File: src/rtl/switch_alloc_3port.sv
// Registered wormhole switch allocator for the 3-port router: one round-robin
// IDLE/LOCKED FSM per output port, each lock held until the owner's tail advances.
module switch_alloc_3port (
    input  logic       clk,
    input  logic       rst_n,
    input  logic       valid_x,
    input  logic       valid_y,
    input  logic       valid_local,
    input  logic [1:0] route_x,
    input  logic [1:0] route_y,
    input  logic [1:0] route_local,
    input  logic       tail_x,
    input  logic       tail_y,
    input  logic       tail_local,
    input  logic       en_x,
    input  logic       en_y,
    input  logic       en_local,
    output logic [2:0] out_x_sw,
    output logic [2:0] out_y_sw,
    output logic [2:0] out_local_sw,
    output logic       err
);
    localparam logic [2:0] SW_IDLE  = 3'b000;
    localparam logic [2:0] SW_X1    = 3'b001;
    localparam logic [2:0] SW_Y1    = 3'b010;
    localparam logic [2:0] SW_LOCAL = 3'b100;

    typedef enum logic {ST_IDLE = 1'b0, ST_LOCKED = 1'b1} state_t;

    // Index 3 is a permanently-idle dummy so 2-bit owner/candidate indices stay in range.
    logic [3:0] valid_v, tail_v, en_v;
    logic [1:0] route_v [3];

    // state_q is the per-output FSM state; checkers bind to it directly.
    state_t     state_q  [3];
    state_t     state_d  [3];
    logic [1:0] owner_q  [3];
    logic [1:0] owner_d  [3];
    logic [1:0] rr_ptr_q [3];
    logic [1:0] rr_ptr_d [3];
    logic [2:0] sel_q    [3];
    logic [2:0] sel_d    [3];
    logic       err_q, err_d;

    logic [3:0] busy;
    logic [3:0] taken;
    logic [3:0] req [3];
    logic [2:0] sum;
    logic [1:0] cand;
    logic       hit;

    assign valid_v    = {1'b0, valid_local, valid_y, valid_x};
    assign tail_v     = {1'b0, tail_local, tail_y, tail_x};
    assign en_v       = {1'b0, en_local, en_y, en_x};
    assign route_v[0] = route_x;
    assign route_v[1] = route_y;
    assign route_v[2] = route_local;

    function automatic logic [2:0] sel_code(input logic [1:0] idx);
        case (idx)
            2'd0:    return SW_X1;
            2'd1:    return SW_Y1;
            default: return SW_LOCAL;
        endcase
    endfunction

    always_comb begin
        busy  = '0;
        taken = '0;
        sum   = '0;
        cand  = '0;
        hit   = 1'b0;
        err_d = err_q;
        for (int o = 0; o < 3; o++) begin
            if (state_q[o] == ST_LOCKED) busy[owner_q[o]] = 1'b1;
        end
        // Route 3 and U-turns are never requests; they only raise the sticky error.
        for (int i = 0; i < 3; i++) begin
            if (valid_v[i] && (route_v[i] == 2'd3 || route_v[i] == 2'(i))) err_d = 1'b1;
        end
        for (int o = 0; o < 3; o++) begin
            req[o] = '0;
            for (int i = 0; i < 3; i++) begin
                req[o][i] = valid_v[i] && (route_v[i] == 2'(o)) && (o != i) && !busy[i];
            end
        end
        // Outputs are served in index order so a lower output claims a contested input first.
        for (int o = 0; o < 3; o++) begin
            state_d[o]  = state_q[o];
            owner_d[o]  = owner_q[o];
            rr_ptr_d[o] = rr_ptr_q[o];
            sel_d[o]    = sel_q[o];
            hit         = 1'b0;
            case (state_q[o])
                ST_LOCKED: begin
                    if (valid_v[owner_q[o]] && en_v[owner_q[o]] && tail_v[owner_q[o]]) begin
                        state_d[o] = ST_IDLE;
                        sel_d[o]   = SW_IDLE;
                    end
                end
                default: begin
                    for (int k = 0; k < 3; k++) begin
                        sum  = {1'b0, rr_ptr_q[o]} + 3'(k);
                        cand = (sum >= 3'd3) ? 2'(sum - 3'd3) : sum[1:0];
                        if (!hit && req[o][cand] && !taken[cand]) begin
                            hit         = 1'b1;
                            taken[cand] = 1'b1;
                            state_d[o]  = ST_LOCKED;
                            owner_d[o]  = cand;
                            sel_d[o]    = sel_code(cand);
                            rr_ptr_d[o] = (cand == 2'd2) ? 2'd0 : cand + 2'd1;
                        end
                    end
                end
            endcase
        end
    end

    always_ff @(posedge clk) begin
        if (!rst_n) begin
            for (int o = 0; o < 3; o++) begin
                state_q[o]  <= ST_IDLE;
                owner_q[o]  <= '0;
                rr_ptr_q[o] <= '0;
                sel_q[o]    <= SW_IDLE;
            end
            err_q <= 1'b0;
        end else begin
            for (int o = 0; o < 3; o++) begin
                state_q[o]  <= state_d[o];
                owner_q[o]  <= owner_d[o];
                rr_ptr_q[o] <= rr_ptr_d[o];
                sel_q[o]    <= sel_d[o];
            end
            err_q <= err_d;
        end
    end

    assign out_x_sw     = sel_q[0];
    assign out_y_sw     = sel_q[1];
    assign out_local_sw = sel_q[2];
    assign err          = err_q;

endmodule

File: config.mk
export PLATFORM = sky130hd
export DESIGN_NAME = switch_alloc_3port
export DESIGN_NICKNAME = d
export VERILOG_FILES = /design/src/rtl/switch_alloc_3port.sv
export SDC_FILE = /design/constraint.sdc
export NUM_CORES = 1
export LEC_CHECK = 0
export BUFFER_PORTS_ARGS = -buffer_cell sky130_fd_sc_hd__buf_2
export CORE_AREA = 4 4 71 73
export DETAILED_ROUTE_END_ITERATION = 16
export DIE_AREA = 0 0 75 77
export GPL_ROUTABILITY_DRIVEN = 0
export PLACE_DENSITY = 0.85
export SYNTH_ARGS = -nofsm -noshare
export SYNTH_HDL_FRONTEND = slang
export SYNTH_SLANG_ARGS = --single-unit
File: constraint.sdc
create_clock -name clk -period 5.5 [get_ports clk]
set_input_delay 0.275 -clock clk [delete_from_list [all_inputs] [get_ports clk]]
set_output_delay 0.275 -clock clk [all_outputs]
set_load 0.05 [all_outputs]
==> impl_metrics.env, run 1 <==
export IMPL_use_met3_pct=2.484
export IMPL_path_max_fanout=13
export IMPL_tightest_slew_ns=0.7313
export IMPL_ios=27
export IMPL_antenna_found_initial=0
export IMPL_clkTransAtPathRegs_ns=0.10
export IMPL_synthCells=304
export IMPL_cts_setup_buffers=0
export IMPL_ys_async_sr_fraction_pct=0
export IMPL_syn_area_per_cell_sq_um=7.668
export IMPL_p_seq_share_pct=29.3
export IMPL_area_delta_synth_final_pct=7.944
export IMPL_crit_path_start_kind="flip-flop"
export IMPL_yosysSeqAreaShare_pct=21.47
export IMPL_num_vias=2436
export IMPL_die_y_um=77
export IMPL_grt_max_degree=19
export IMPL_dp_hpwl_um=4365
export IMPL_status="finished, final reports clean"
export IMPL_ir_worst_vdd_mv=0.1915
export IMPL_synth_edff_count=0
export IMPL_synth_seq_cells=25
export IMPL_worstPathRequired_ns=5.67
export IMPL_num_nets_final=355
export IMPL_core_sq_um=4354
export IMPL_power_density_nw_per_um2=336.2
export IMPL_p_switching_uw=415.2
export IMPL_rsz0062_at_grt="no"
export IMPL_cts_sinks=25
export IMPL_cts_root_buffer="clkbuf_8"
export IMPL_p_leak_uw=0.0009326
export IMPL_yosysWarningCount=0
export IMPL_antenna_cells=0
export IMPL_drc=0
export IMPL_slew_headroom_pct=50.83
export IMPL_tns_ns=0
export IMPL_pwr_share_clk_pct=13.7
export IMPL_cap_violations=0
export IMPL_synth_flop_cell="dfxtp_1"
export IMPL_min_period_ns=3.745
export IMPL_p_total_uw=846.0
export IMPL_grt_util_all_layers_pct=20.45
export IMPL_max_freq_mhz=267.0
export IMPL_wire_per_inst_um=15.33
export IMPL_grt_overflow=0
export IMPL_combPwrFrac_pct=57.0
export IMPL_end_kind="flip-flop"
export IMPL_rows=24
export IMPL_cts_resized=0
export IMPL_top_usage_layer="met1"
export IMPL_clock_latency_ns=0.27
export IMPL_swShare_pct=49.08
export IMPL_port_buffers=26
export IMPL_synthesis_area_sq_um=2331
export IMPL_grt_use_met2_pct=30.66
export IMPL_layout_drive_gt1_share_pct=16.10
export IMPL_dieArea_sq_um=5775
export IMPL_tritoncts="yes"
export IMPL_grt_pass1_wl_um=9763
export IMPL_min_path_type="input port to flip-flop"
export IMPL_fillCellCount=366
export IMPL_die_width_um=75
export IMPL_cts_path_max_buffers=2
export IMPL_hold_viol=0
export IMPL_power_internal_uw=430.7
export IMPL_drt_total_wl_um=5747
export IMPL_dr_pass1_iters=5
export IMPL_final_setup_viol_count=0
export IMPL_syn_nets=335
export IMPL_synthDistinctLibCells=70
export IMPL_ant_nets=0
export IMPL_hold_buffers=0
export IMPL_fin_crit_sh_pct=68.09
export IMPL_detail_route_iter0_violations=239
export IMPL_worstSetupPathType="flip-flop to flip-flop"
export IMPL_clock_skew_ns=0.004701
export IMPL_htreeDepth=1
export IMPL_grt_pass1_vias=2127
export IMPL_met1_usage_pct=31.06
export IMPL_slew_viol_final=0
export IMPL_initial_core_util_pct=53.53
export IMPL_cts_buffers=3
export IMPL_viasPerCell=6.496
export IMPL_worst_endpoint_arrival_ns=3.92
[critical path, stage by stage (launching register included)]
cell	delay (ns)
dfxtp_1	0.39
inv_1	0.08
ha_1	0.48
nor2b_1	0.34
nand2_1	0.09
nor3_1	0.40
o21ai_4	0.12
a21oi_1	0.25
o211ai_2	0.18
o21ai_1	0.33
o2bb2ai_1	0.21
a211oi_2	0.09
or2_1	0.33
o311a_1	0.37
[state kept, by name, summed over array words and instances (netlist names)]
signal / flops
owner_q: 6
state_q: 3
sel_q: 9
err: 1
rr_ptr_q: 6
[routing by layer]
metal  wire length, um  vias up  part of all wire [%]
met3               503        4                   8.8
met4                27        0                  0.47
met1              2663     1137                    46
met5                 0        -                     0
met2              2552      117                    44
li1                  -     1178                     -
[final timing paths]
path / start / end / slack (ns) / depth (start not counted)
hold reg to reg: sel_q[0][8] / sel_q[0][8] / 0.44 / 2
hold / removal: route_y[0] / err / 0.29 / 3
setup / recovery: rr_ptr_q[0][0] / rr_ptr_q[0][5] / 1.76 / 13
setup reg to reg: rr_ptr_q[0][0] / rr_ptr_q[0][5] / 1.76 / 13
[final cells by class]
type | count | area [sq um] | area share (%)
Tap cell | 52 | 65.06 | 2.586
Multi-Input combinational cell | 248 | 1697 | 67.43
Timing Repair Buffer | 26 | 130.1 | 5.172
Sequential cell | 25 | 500.5 | 19.89
Clock inverter | 1 | 7.507 | 0.2984
Clock buffer | 3 | 41.29 | 1.641
Inverter | 20 | 75.07 | 2.984
[power groups by stage]
stage	Clock, uW	Combinational [uW]	Sequential (uW)
2_1_floorplan	0	361	266
3_3_place_gp	0	463	249
3_5_place_dp	0	469	251
4_1_cts	118	472	247
5_1_grt	125	528	252
6_report	116	483	248
[kinds of logic (layout without fill, tap and decap cells)]
family                     Yosys count  count (layout)  share of synthesized area [%]
muxes                                5               5                          2.201
adders and majority gates           14              14                          7.515
buffers and inverters               31              50                          5.743
DFF                                 25              25                          21.47
and+or+nand+nor                    115             115                          25.50
AOI/OAI and AO/OA                  113             113                          37.20
xor gates and xnor gates             1               1                         0.3758
[placed cells by master, fill, tap and decap left out, drive strengths merged, types with 3 or more instances in the layout]
master  instances
a21oi          32
nand2          30
nor2           27
buf            26
dfxtp          25
o21ai          20
inv            19
ha             14
nor2b           9
nand3           9
nor3            8
and3            7
nand3b          6
a211oi          6
o211ai          6
a31oi           5
o22ai           4
o21a            4
mux2i           4
or3             4
o31ai           4
nor3b           3
a211o           3
clkbuf          3
nand4           3
[through the flow]
stage	hold slack [ns]	util (%)	area [sq um]	std cells	setup slack, ns
2_1_floorplan	0.4511	-	2331	304	2.391
3_3_place_gp	0.4161	56.67	2467	371	1.974
3_5_place_dp	0.4273	56.67	2467	371	1.862
4_1_cts	0.2840	57.79	2516	375	1.815
5_1_grt	0.3222	57.79	2516	375	1.361
6_report	0.2928	57.79	2516	375	1.755
[cells in the mapped netlist (3+ instances only)]
library cell,number,area (sq um)
nor2_1,27,101.4
a211o_1,3,26.28
o21ai_0,14,70.07
o21ai_1,3,15.01
o21a_1,4,30.03
nor3b_1,3,22.52
clkbuf_1,7,26.28
nor2b_1,9,56.30
and3_1,7,43.79
a211oi_1,5,37.54
inv_1,19,71.32
nand3_1,9,45.04
ha_1,14,175.2
a21oi_1,30,150.1
nor3_1,8,40.04
nand2_1,30,112.6
o211ai_1,3,22.52
or3_1,3,18.77
a31oi_1,5,31.28
dfxtp_1,25,500.5
nand3b_1,6,45.04
o22ai_1,4,25.02
o211ai_2,3,37.54
mux2i_1,4,40.04
No activity file was read; power rests on OpenSTA's default activity.
==> run 2, diff against run 1 <==
--- a/config.mk
+++ b/config.mk
@@ -6,11 +6,11 @@
 export NUM_CORES = 1
 export LEC_CHECK = 0
 export BUFFER_PORTS_ARGS = -buffer_cell sky130_fd_sc_hd__buf_2
-export CORE_AREA = 4 4 71 73
+export CORE_AREA = 4 4 72 74
 export DETAILED_ROUTE_END_ITERATION = 16
-export DIE_AREA = 0 0 75 77
+export DIE_AREA = 0 0 76 78
 export GPL_ROUTABILITY_DRIVEN = 0
-export PLACE_DENSITY = 0.85
+export PLACE_DENSITY = 0.86
 export SYNTH_ARGS = -nofsm -noshare
 export SYNTH_HDL_FRONTEND = slang
 export SYNTH_SLANG_ARGS = --single-unit
==> constraint.sdc (replaced) <==
create_clock -name clk -period 3.2 [get_ports clk]
set_input_delay 0.16 -clock clk [delete_from_list [all_inputs] [get_ports clk]]
set_output_delay 0.16 -clock clk [all_outputs]
set_load 0.05 [all_outputs]
==> impl_metrics.env, run 2 (synthesized netlist as in run 1, its figures left out) <==
export IMPL_status="finished, violations left"
export IMPL_violations="negative setup slack"
export IMPL_cts_sinks=25
export IMPL_tritoncts="yes"
export IMPL_path_max_fanout=6
export IMPL_grt_pass1_wl_um=11510
export IMPL_clkTransAtPathRegs_ns=0.10
export IMPL_cts_root_buffer="clkbuf_8"
export IMPL_core_sq_um=4598
export IMPL_p_total_uw=1684
export IMPL_cap_violations=0
export IMPL_dr_pass1_iters=5
export IMPL_largest_reg_flops=9
export IMPL_ios=27
export IMPL_htreeDepth=1
export IMPL_grt_pass1_vias=2559
export IMPL_fin_crit_sh_pct=103.8
export IMPL_initial_core_util_pct=50.69
export IMPL_post_place_ws_ns=-0.1398
export IMPL_slew_headroom_pct=58.14
export IMPL_drt_total_wl_um=7264
export IMPL_power_density_nw_per_um2=581.5
export IMPL_end_kind="flip-flop"
export IMPL_viasPerCell=6.655
export IMPL_cts_buffers=3
export IMPL_clock_skew_ns=0.008004
export IMPL_port_buffers=26
export IMPL_regMostFlops="sel_q"
export IMPL_dp_hpwl_um=5100
export IMPL_rows=25
export IMPL_min_period_ns=3.323
export IMPL_num_nets_final=392
export IMPL_final_common_cell="buf_4"
export IMPL_worstSetupPathType="flip-flop to flip-flop"
export IMPL_min_path_type="input port to flip-flop"
export IMPL_final_setup_viol_count=6
export IMPL_whs_ns=0.1756
export IMPL_cts_path_max_buffers=2
export IMPL_fin_area_sq_um=2895
export IMPL_p_leak_uw=0.001160
export IMPL_dieArea_sq_um=5928
export IMPL_tns_ns=-0.3154
export IMPL_top_regs="sel_q: 9 flops, owner_q: 6 flops, rr_ptr_q: 6 flops"
export IMPL_slew_viol_final=0
export IMPL_worst_endpoint_arrival_ns=3.51
export IMPL_antenna_found_initial=0
export IMPL_rsz0062_at_grt="yes"
export IMPL_placed_area_sq_um=2718
export IMPL_ir_worst_vdd_mv=0.3961
export IMPL_die_width_um=76
export IMPL_wire_per_inst_um=17.55
export IMPL_worstPathRequired_ns=3.39
export IMPL_grt_overflow=0
export IMPL_crit_path_start_kind="flip-flop"
export IMPL_hold_viol=0
export IMPL_max_freq_mhz=301.0
export IMPL_die_y_um=78
export IMPL_area_delta_synth_final_pct=24.21
export IMPL_clock_latency_ns=0.28
export IMPL_mostFrequentLayoutCells="buf_4 (37), nand2_1 (30), a21oi_1 (29)"
export IMPL_antenna_cells=0
export IMPL_postLayoutSetupSlackWorst_ns=-0.1228
export IMPL_layout_drive_gt1_share_pct=30.56
export IMPL_detail_route_iter0_violations=330
export IMPL_drc=0
export IMPL_tightest_slew_ns=0.6241
export IMPL_num_vias=2755
export IMPL_grt_util_all_layers_pct=22.86
export IMPL_grt_max_degree=19
export IMPL_ant_nets=0
==> run 2: cell count changes in the layout (fill, tap and decap cells not counted), moves of 2 or more <==
cell     previous run  this run
dfxtp_1            25        18
nor2b_4             0         2
buf_4               0        37
dfxtp_2             0         7
nor2b_1             9         6
==> run 2: critical path: stages, from the launching register on <==
cell and delay [ns]:
dfxtp_2 0.39, nand3b_1 0.17, and4_2 0.30, nand2b_1 0.13, o311a_1 0.37, o21a_2 0.29
o2111ai_2 0.28, o21ai_1 0.18, a22o_1 0.30, nor3_2 0.23, mux2_2 0.40, o32ai_2 0.19
==> run 2: area by class of cell <==
class	count	area, sq um
fill	371	1703
sequential	25	509.2
clock buffer	4	45.04
multi-input combinational	248	1790
timing repair buffer	63	407.9
inverter	20	75.07
tap	54	67.56
==> run 2: power breakdown <==
group          internal [uW]  switching (uW)
clock                   89.5             113
combinational            416             654
sequential               365            45.1
total                    871             813
==> run 2: final timing paths <==
kind | endpoint | depth (start not counted) | start | slack [ns]
hold reg to reg | sel_q[0][8] | 2 | sel_q[0][8] | 0.44
setup reg to reg | sel_q[0][7] | 11 | owner_q[0][4] | -0.12
hold / removal | err | 3 | route_y[0] | 0.18
setup / recovery | sel_q[0][7] | 11 | owner_q[0][4] | -0.12
==> run 2: through the flow <==
stage          util [%]  cells
2_1_floorplan         -    304
3_3_place_gp      59.10    406
3_5_place_dp      59.10    406
4_1_cts           60.41    410
5_1_grt           62.97    414
6_report          62.97    414
==> run 2: repair_timing <==
| action | 4_1_cts | 5_1_grt |
|---|---|---|
| endpoints found under the setup margin | 8 | 10 |
| hold buffers | 0 | 0 |
| hold endpoints to repair | 0 | 0 |
| pin swaps | 0 | 8 |
| buffers inserted | 0 | 4 |
| resized for setup | 5 | 22 |
==> run 2: per-layer routing <==
metal	GRT usage, %	vias up	part of all wire [%]
met5	0	-	0
met4	8.185	0	2.0
met3	3.480	20	8.9
met2	37.41	171	47
met1	30.23	1302	42
li1	-	1262	-
